--- config.mk ---
export PLATFORM = sky130hd
export DESIGN_NAME = loop_stimulus_feeder_flat
export DESIGN_NICKNAME = d
export VERILOG_FILES = /design/src/rtl/loop_pkg.sv /design/src/rtl/loop_stimulus_feeder_if.sv /design/src/rtl/sample_regfile.sv /design/src/rtl/loop_stimulus_feeder.sv /design/src/flat_wrapper.sv
export SDC_FILE = /design/constraint.sdc
export NUM_CORES = 1
export LEC_CHECK = 0
export BUFFER_PORTS_ARGS = -buffer_cell sky130_fd_sc_hd__buf_2
export CAP_MARGIN = 5
export CELL_PAD_IN_SITES_DETAIL_PLACEMENT = 2
export CELL_PAD_IN_SITES_GLOBAL_PLACEMENT = 2
export CORE_UTILIZATION = 45
export CTS_CLUSTER_DIAMETER = 60
export DETAILED_ROUTE_END_ITERATION = 10
export GPL_TIMING_DRIVEN = 1
export PLACE_DENSITY = 0.74
export SLEW_MARGIN = 40
export SYNTH_ARGS = -nofsm -noshare
export SYNTH_HDL_FRONTEND = slang
export SYNTH_SLANG_ARGS = --single-unit
--- constraint.sdc ---
create_clock -name clk -period 7.7 [get_ports clk]
set_input_delay 1.54 -clock clk [delete_from_list [all_inputs] [get_ports clk]]
set_output_delay 1.54 -clock clk [all_outputs]
set_load 0.05 [all_outputs]
--- src/rtl/loop_pkg.sv ---
// Shared types and defaults for the loop_block stimulus path.
// Sample width matches the loop_block residual input.
package loop_pkg;
  localparam int SAMPLE_W   = 16;
  localparam int DEF_PERIOD = 10;

  typedef enum logic [1:0] {IDLE, LOAD_LO, RUN_HI, DONE} feeder_state_t;
  typedef logic [SAMPLE_W-1:0] sample_t;
endpackage

--- src/rtl/loop_stimulus_feeder_if.sv ---
// Host-side command/load signals plus the res/en stream towards loop_block.
// master = host/harness, slave = feeder.
interface loop_stimulus_feeder_if #(
  parameter int DATA_W = loop_pkg::SAMPLE_W,
  parameter int DEPTH  = 16
);
  localparam int IW = $clog2(DEPTH);

  logic              wr_en;
  logic [DATA_W-1:0] wr_data;
  logic              wr_full;
  logic              clear;
  logic              start;
  logic              stop;
  logic              loop_mode;
  logic [DATA_W-1:0] res;
  logic              en;
  logic              busy;
  logic              done;
  logic [IW-1:0]     sample_idx;

  modport master (
    output wr_en, wr_data, clear, start, stop, loop_mode,
    input  wr_full, res, en, busy, done, sample_idx
  );

  modport slave (
    input  wr_en, wr_data, clear, start, stop, loop_mode,
    output wr_full, res, en, busy, done, sample_idx
  );
endinterface

--- src/rtl/sample_regfile.sv ---
// DEPTH x DATA_W sample store: one synchronous write port, asynchronous read.
// Contents are intentionally not reset so a buffer survives a reset.
module sample_regfile import loop_pkg::*; #(
  parameter int DATA_W = SAMPLE_W,
  parameter int DEPTH  = 16
) (
  input  logic                     clk,
  input  logic                     we,
  input  logic [$clog2(DEPTH)-1:0] waddr,
  input  logic [DATA_W-1:0]        wdata,
  input  logic [$clog2(DEPTH)-1:0] raddr,
  output logic [DATA_W-1:0]        rdata
);
  logic [DATA_W-1:0] mem [DEPTH];

  always_ff @(posedge clk) begin
    if (we) mem[waddr] <= wdata;
  end

  assign rdata = mem[raddr];
endmodule

--- src/rtl/loop_stimulus_feeder.sv ---
// Buffers residual samples and replays one every PERIOD clocks: en low for the
// cycle res changes, high for the remaining PERIOD-1; optional continuous wrap.
module loop_stimulus_feeder import loop_pkg::*; #(
  parameter int DATA_W = SAMPLE_W,
  parameter int DEPTH  = 16,
  parameter int PERIOD = DEF_PERIOD
) (
  input logic                  clk,
  input logic                  reset,
  loop_stimulus_feeder_if.slave bus
);
  localparam int IW = $clog2(DEPTH);
  localparam int CW = IW + 1;
  localparam int PW = (PERIOD > 2) ? $clog2(PERIOD) : 1;
  localparam logic [PW-1:0] PH_LAST = PW'(PERIOD - 2);
  localparam logic [CW-1:0] FULL    = CW'(DEPTH);

  feeder_state_t     state, state_nxt;
  logic [IW-1:0]     idx, idx_nxt;
  logic [PW-1:0]     ph, ph_nxt;
  logic [CW-1:0]     count;
  logic [DATA_W-1:0] res_q;
  logic [IW-1:0]     sidx_q;
  logic              done_q, done_nxt;
  logic              load;
  logic              idle_like;
  logic              full;
  logic              wr_ok;
  logic [DATA_W-1:0] rd_data;

  assign idle_like = (state == IDLE) || (state == DONE);
  assign full      = (count == FULL);
  assign wr_ok     = idle_like && !bus.clear && bus.wr_en && !full;

  // Read address is the index being entered, so res changes on the same
  // edge that drops en.
  sample_regfile #(.DATA_W(DATA_W), .DEPTH(DEPTH)) u_regfile (
    .clk   (clk),
    .we    (wr_ok),
    .waddr (count[IW-1:0]),
    .wdata (bus.wr_data),
    .raddr (idx_nxt),
    .rdata (rd_data)
  );

  always_ff @(posedge clk or posedge reset) begin
    if (reset) begin
      state  <= IDLE;
      idx    <= '0;
      ph     <= '0;
      count  <= '0;
      res_q  <= '0;
      sidx_q <= '0;
      done_q <= 1'b0;
    end else begin
      state  <= state_nxt;
      idx    <= idx_nxt;
      ph     <= ph_nxt;
      done_q <= done_nxt;
      if (load) begin
        res_q  <= rd_data;
        sidx_q <= idx_nxt;
      end
      if (idle_like && bus.clear) count <= '0;
      else if (wr_ok)             count <= count + 1'b1;
    end
  end

  always_comb begin
    state_nxt = state;
    idx_nxt   = idx;
    ph_nxt    = ph;
    done_nxt  = 1'b0;
    load      = 1'b0;
    case (state)
      IDLE, DONE: begin
        if (bus.start && !bus.stop && count != '0) begin
          state_nxt = LOAD_LO;
          idx_nxt   = '0;
          load      = 1'b1;
        end
      end
      LOAD_LO: begin
        if (bus.stop) begin
          state_nxt = IDLE;
        end else begin
          state_nxt = RUN_HI;
          ph_nxt    = '0;
        end
      end
      RUN_HI: begin
        if (bus.stop) begin
          state_nxt = IDLE;
        end else if (ph == PH_LAST) begin
          if ({1'b0, idx} < count - 1'b1) begin
            idx_nxt   = idx + 1'b1;
            state_nxt = LOAD_LO;
            load      = 1'b1;
          end else if (bus.loop_mode) begin
            idx_nxt   = '0;
            state_nxt = LOAD_LO;
            load      = 1'b1;
          end else begin
            state_nxt = DONE;
            done_nxt  = 1'b1;
          end
        end else begin
          ph_nxt = ph + 1'b1;
        end
      end
      default: state_nxt = IDLE;
    endcase
  end

  assign bus.res        = res_q;
  assign bus.sample_idx = sidx_q;
  assign bus.done       = done_q;
  assign bus.en         = (state == RUN_HI);
  assign bus.busy       = (state == LOAD_LO) || (state == RUN_HI);
  assign bus.wr_full    = full;
endmodule

--- src/flat_wrapper.sv ---
// flat-port wrapper written by rule: the top's interface ports become plain ports
module loop_stimulus_feeder_flat import loop_pkg::*;
#(
  parameter int DATA_W = SAMPLE_W,
  parameter int DEPTH  = 16,
  parameter int PERIOD = DEF_PERIOD
)
  (clk, reset, bus_wr_en, bus_wr_data, bus_clear, bus_start, bus_stop, bus_loop_mode, bus_wr_full, bus_res, bus_en, bus_busy, bus_done, bus_sample_idx);
  loop_stimulus_feeder_if #(.DATA_W(DATA_W), .DEPTH(DEPTH)) bus_i ();
  input logic clk;
  input logic reset;
  input wire logic [$bits(bus_i.wr_en)-1:0] bus_wr_en;
  input wire logic [$bits(bus_i.wr_data)-1:0] bus_wr_data;
  input wire logic [$bits(bus_i.clear)-1:0] bus_clear;
  input wire logic [$bits(bus_i.start)-1:0] bus_start;
  input wire logic [$bits(bus_i.stop)-1:0] bus_stop;
  input wire logic [$bits(bus_i.loop_mode)-1:0] bus_loop_mode;
  output wire logic [$bits(bus_i.wr_full)-1:0] bus_wr_full;
  output wire logic [$bits(bus_i.res)-1:0] bus_res;
  output wire logic [$bits(bus_i.en)-1:0] bus_en;
  output wire logic [$bits(bus_i.busy)-1:0] bus_busy;
  output wire logic [$bits(bus_i.done)-1:0] bus_done;
  output wire logic [$bits(bus_i.sample_idx)-1:0] bus_sample_idx;
  assign bus_i.wr_en = bus_wr_en;
  assign bus_i.wr_data = bus_wr_data;
  assign bus_i.clear = bus_clear;
  assign bus_i.start = bus_start;
  assign bus_i.stop = bus_stop;
  assign bus_i.loop_mode = bus_loop_mode;
  assign bus_wr_full = bus_i.wr_full;
  assign bus_res = bus_i.res;
  assign bus_en = bus_i.en;
  assign bus_busy = bus_i.busy;
  assign bus_done = bus_i.done;
  assign bus_sample_idx = bus_i.sample_idx;
  loop_stimulus_feeder #(.DATA_W(DATA_W), .DEPTH(DEPTH), .PERIOD(PERIOD)) u_core (.clk(clk), .reset(reset), .bus(bus_i));
endmodule
======== Word level (Yosys, flattened, before mapping) ========
Memories as Yosys holds them, arrays and structs flattened. A register that Yosys moved wholly into a read port is not among the register bits.
Index checks and enable logic that the tools add are counted.
word-level totals
  bits in registers ....................... 20
  memory bits (writable) .................. 256
  bits of input ports ..................... 23
  output and inout port bits .............. 24
  word-level logic and storage cells ...... 72
  memories kept ........................... 1
operators by class
  add/subtract/negate cells ............... 4
  order comparisons ....................... 1
  eq/ne operators ......................... 10
  mux-type cells .......................... 32
  reductions and logical operators ........ 18
memories
  name                  depth  width  rd ports  clocked after memory_dff  wr ports  RTL line              text
  u_core.u_regfile.mem  16     16     1         1                         1         sample_regfile.sv:14  logic [DATA_W-1:0] mem [DEPTH];
operators by type and width
  cell                 number
  $mux 4               8
  $pmux 4 s2           2
  $mux 1               12
  $mux 2               6
  $mux 5               2
  $add 4x1->4 const B  2
  $logic_and 1x1->1    6
  $ne 2x2->1 const B   3
  $pmux 2 s3           1
  $add 5x1->5 const B  1
  $eq 5x5->1 const B   1
  $lt 4x5->1           1
  $reduce_bool 5->1    1
  $sub 5x1->5 const B  1
  $eq 2x2->1 const B   2
  $eq 4x4->1 const B   1
  $reduce_and 4->1     1
  $reduce_bool 2->1    2
  $logic_not 1->1      3
  $ne 3x2->1 const B   1
  $eq 2x1->1 const B   1
  $logic_not 2->1      1
  $logic_or 1x1->1     2
  $ne 2x1->1 const B   1
  3 further kinds      3

======== Longest topological paths before layout ========
  word-level depth ........................ 7
  depth in mapped cells ................... 15
  mapped depth without buffers ............ 13

======== By module ========
From an unflattened synthesis, not the netlist that was laid out.
unflattened totals
  cells, all modules ...................... 580
  area total of the unflattened synthesis .. 11634.9 um2
by module, submodules not included
  module                instances  cells an instance  area each (um2)  sequential area each (um2)
  sample_regfile        1          416                9721.8           7687.4
  loop_stimulus_feeder  1          164                1913.1           900.9

======== Least setup slack after synthesis ========
OpenSTA, ideal clock, no wires.
  kind .................................... input port to flip-flop
  start point ............................. input port bus_clear
  end point ............................... memory u_core.u_regfile.mem[3][0] (netlist name), enable pin
  setup time .............................. 0.409 ns
  arrival ................................. 3.378 ns
  data required time ...................... 7.291 ns
  slack ................................... 3.913 ns
  cell stages on the path ................. 4
  buffers on the path ..................... 0
  cell sequence ........................... nand3b_1 nor2_1 nand2_1 nor3_1
between the ends
  word-level cells in the longest chain between the ends .. 6
RTL lines
  what                             RTL line                    text
  from (decl)                      flat_wrapper.sv:14          input wire logic [$bits(bus_i.clear)-1:0] bus_clear;
  $logic_not 1->1                  loop_stimulus_feeder.sv:33  assign wr_ok = idle_like && !bus.clear && bus.wr_en && !full;
  $logic_and 1x1->1 (3 in series)  loop_stimulus_feeder.sv:33
  $mux 1                           sample_regfile.sv:17        if (we) mem[waddr] <= wdata;
  $mux 1 (not written as such)     sample_regfile.sv:17
  to (decl)                        sample_regfile.sv:14
No other way between the ends.

======== Final worst setup path ========
  start point ............................. register u_core.count[2]
  end point ............................... register u_core.res_q[10] (netlist: u_core.bus.res[10]) (read register of u_core.u_regfile.mem)
between the ends
  word-level cells in the longest chain between the ends .. 6
  elaborated cells on any way between the ends .. 14
  classes of those cells .................. add/sub (1); order compare (1); mux (10); reduce/logical (2)
RTL lines
  what                                             RTL line                    text
  from (decl)                                      loop_stimulus_feeder.sv:21  logic [CW-1:0] count;
  from (signal assigned)                           loop_stimulus_feeder.sv:65  else if (wr_ok) count <= count + 1'b1;
  $sub 5x1->5                                      loop_stimulus_feeder.sv:95  if ({1'b0, idx} < count - 1'b1) begin
  $lt 4x5->1                                       loop_stimulus_feeder.sv:95
  $mux 4 / $mux 1 (equally long branches)          loop_stimulus_feeder.sv:95
  $mux 4 / $mux 1 (equally long branches)          loop_stimulus_feeder.sv:94  end else if (ph == PH_LAST) begin
  $mux 4 / $mux 1 (equally long branches)          loop_stimulus_feeder.sv:92  if (bus.stop) begin
  $pmux 4 s2 / $pmux 1 s2 (equally long branches)  loop_stimulus_feeder.sv:75  case (state)
  to (decl)                                        loop_stimulus_feeder.sv:22  logic [DATA_W-1:0] res_q;
Parallel ways exist; a longest one is shown, timed or not.
A chain may end at the register's enable or synchronous reset.

==> summary.txt <==
Timing
  – Setup_tns: 0 ns
  – Final hold violations: 0
  – Final Setup Violations: 0
  – Slew @ Worst Pin: 0.8047 ns
  – Final period util: between 70% and 80%
  – Max-slew headroom: ~46%
  – Post-layout min period: between 5 and 6 ns
  – Slew Limit Fails: 0
  – Final Skew: roughly 0.0082 ns
  – Max Fclk: approximately 0.18 GHz
  – RSZ-0062 raised after global routing: no
  – Setup ws final: 2.274 ns

Hold path
  – Hold Path Class: reg2reg
  – Hold depth: 1
  – HP Start: u_core.bus.res[13]$_DFFE_PP0P_
  – Worst hold endpoint: u_core.bus.res[13]$_DFFE_PP0P_

GRT
  – Remaining Overflow, GRT: 0
  – GRT Util Overall: 26.01%
  – First-pass GRT wire length: 51810 um
  – Initial antenna violation count: 0
  – Vias in the first global route: 7899
  – Largest net degree at the start of global routing: 55

Synthesis
  – Biggest area consumer among synthesized cells: edfxtp_1
  – Syn_nets: approximately 760
  – Synth Cell Area: 0.01210 mm2
  – Syn_area_per_cell: approximately 17 um2
  – Register area share after synthesis: 70.95%
  – Asr flop ratio synth: roughly an eighth
  – Yosys warning total: 0
  – Area share of the leading cell type in the synthesized netlist: 63.51%
  – Yosys cell types: 57
  – Top FF cell, synth: edfxtp_1
  – EDFF count, synth: ~260
  – Syn Inst Count: 723
  – Synth top area cells: edfxtp_1 (64%), mux2i_1 (12%), dfrtp_1 (7.4%)
  – Flops & latches, synth: 292

Route
  – Antenna viol nets, final: 0
  – 1st-iter DRT viols: between 400 and 500
  – Wire per inst: between 30 and 40 um
  – Vias: 6930
  – DRT Pass-1 Iters: 10
  – # DRC: 4
  – Detailed Route WL: between 30000 and 40000 um
  – Vias/cell: just over 6

Run status
  – Failing checks: design-rule violations
  – Status: finished, violations left

Floorplan
  – Initial core utilization: 46.19%
  – Die W: about 170 um
  – Core Region: 0.02621 mm2
  – Die Span Y: approximately 170 um
  – Row cnt: 59
  – DIE AREA: 0.02756 mm2
  – # IOs: 47

Placed design
  – Port bufs: 46
  – DPL Wire Length: around 20000 um
  – GP Congestion: 0.8124
  – Dpl ws: around 2.3 ns

Setup path
  – CP Data Required Time: 8.09 ns
  – CP max stage delay: 0.63 ns
  – Most frequent CP cell: o21a_1
  – Worst Path Max Fanout: 50
  – R2R setup slack: 2.27 ns
  – Worst Path Arrival: between 5 and 6 ns
  – Reg-to-Reg End: u_core.bus.res[10]$_DFFE_PP0P_
  – Worst reg2reg path startpoint: u_core.count[2]$_DFFE_PP0P_
  – Crit path launch: u_core.count[2]$_DFFE_PP0P_
  – Crit-path cells: nor3_1 > xnor2_1 > ha_1 > o21a_1 > o2bb2ai_1 > o21a_1 > a21o_1 > nand2_8 > clkinv_2 > buf_4 > mux2i_1 > o211ai_1 > a32o_1
  – Highest-delay cell along the critical path: buf_4
  – CP Launch Type: register
  – Setup crit end kind: register
  – R2R depth: 13
  – Setup CP Type: reg2reg

Clocking
  – Post-CTS sizing: 0
  – H-tree depth: 2
  – Post-CTS Setup Bufs: 0
  – CTS max path bufs: 3
  – # clock sinks: 292
  – Clk slew on worst S/H paths: about 0.060 ns
  – Inserted Clock Buffers: 35
  – CTS tree: built
  – Worst skew pair latency: about 0.5 ns
  – Clk root buf: clkbuf_16
  – Post-CTS Hold Buffers: 0

Power
  – Pleak: 5.241 nW
  – VDD IR max: 215.4 uV
  – Pwr Density: 312.3 mW/mm2

Flow run
  – Max-cap violations: 0

Cells and area
  – Number of fill cells: roughly 2300
  – Fraction of layout cells with a size suffix above 1: between 10% and 20%
  – Antenna Diode Count: 0
  – Final net count: 824
  – P&R area growth vs syn: 14.88%
-- Yosys cell counts (2+ instances only) --
cell and instances:
a21oi_1 11, a221oi_1 16, a31oi_1 16, a32o_1 18, and4_1 16, buf_1 2, buf_2 15, buf_4 4
buf_6 9, clkbuf_1 9, dfrtp_1 36, edfxtp_1 256, ha_1 13, inv_1 13, mux2_2 2, mux2i_1 145
nand2_1 15, nand2b_1 3, nand3_1 4, nand3b_1 2, nor2_1 26, nor3_1 11, nor3b_4 2, o211ai_1 16
o21a_1 2, o21ai_0 7, o21ai_1 2, o22a_1 17, xnor2_1 5, xor2_1 3
-- layout by cell type, fill, tap and decap left out, drive strengths merged, types with 2 or more instances in the layout --
master,instances
a32o,19
a31oi,16
nand2b,4
ha,13
nand3,4
nor3b,2
o22a,17
edfxtp,256
xnor2,5
a221oi,16
bufinv,3
clkinv,8
xor2,3
buf,68
nand2,16
mux2i,145
o21a,2
mux2,2
inv,16
a21oi,11
nor2,27
clkbuf,48
nor3,12
dfrtp,36
o21ai,11
nand3b,2
o211ai,16
and4,16
-- metal layers --
layer / global-route usage, % / vias up / share of wire, %
li1: - / 3025 / -
met4: 11.34 / 0 / 4.2
met1: 30.84 / 3616 / 40
met2: 46.73 / 209 / 52
met3: 4.147 / 80 / 4.0
met5: 0 / - / 0
-- final cells by class --
cell class	count	area [um2]	area share, %
clock buffers	48	997.2	7.171
clock inverters	13	151.4	1.089
inverters	15	57.56	0.4139
multi-input cells	376	3282	23.60
flip-flops and latches	292	8588	61.76
well taps	335	419.2	3.014
repair buffers	68	410.4	2.951
-- critical path: cells and delay by family (launching register included) --
family	cells	cell delay (ns)
compound gates	6	1.97
buf+inv	2	0.99
simple gates	2	0.87
flops	1	0.59
mux	1	0.34
fa+ha+maj	1	0.28
xor+xnor	1	0.20
-- registers in the layout (all words and copies together) (netlist names) --
signal	flops
u_core.bus.done	1
u_core.bus.sample_idx	4
u_core.bus.res	16
u_core.count	5
u_core.u_regfile.mem	256
u_core.ph	4
u_core.state	2
u_core.idx	4
-- through the flow --
step / power, W / hold slack (ns) / instance area (um2) / std cells / util [%]
6_report: 0.004342 / 0.5252 / 13910 / 1147 / 53.06
5_1_grt: 0.004486 / 0.5376 / 13910 / 1147 / 53.06
4_1_cts: 0.004386 / 0.5293 / 13900 / 1147 / 53.04
3_5_place_dp: 0.002713 / 0.4999 / 12750 / 1086 / 48.66
3_3_place_gp: 0.002645 / 0.4773 / 12690 / 1084 / 48.44
2_1_floorplan: 0.002464 / 0.4890 / 12100 / 723 / -
-- how the worst max path moves through the flow --
stage	depth (start not counted)	slack [ns]	endpoint
after floorplan	4	3.91	u_core.u_regfile.mem[3][0]$_DFFE_PP_
after global placement	11	2.36	u_core.bus.res[9]$_DFFE_PP0P_
after detailed placement	11	2.33	u_core.bus.res[12]$_DFFE_PP0P_
after CTS	13	2.26	u_core.bus.res[10]$_DFFE_PP0P_
after global routing	13	2.02	u_core.bus.res[10]$_DFFE_PP0P_
final	13	2.27	u_core.bus.res[10]$_DFFE_PP0P_
-- cell families after synthesis --
logic type	after synthesis	share of synthesized area, %
DFF	292	70.95
muxes	147	12.18
AOI/OAI and AO/OA	119	7.908
and+or+nand+nor	89	4.393
buffers and inverters	55	2.646
adders and majority gates	13	1.344
xor gates and xnor gates	8	0.5789
-- power by group --
part           switching [W]  internal [W]  total (W)
Sequential         0.0000656       0.00180    0.00187
Combinational       0.000557      0.000267   0.000823
Clock               0.000643       0.00101    0.00165
Power figures use the tool's default switching activity.
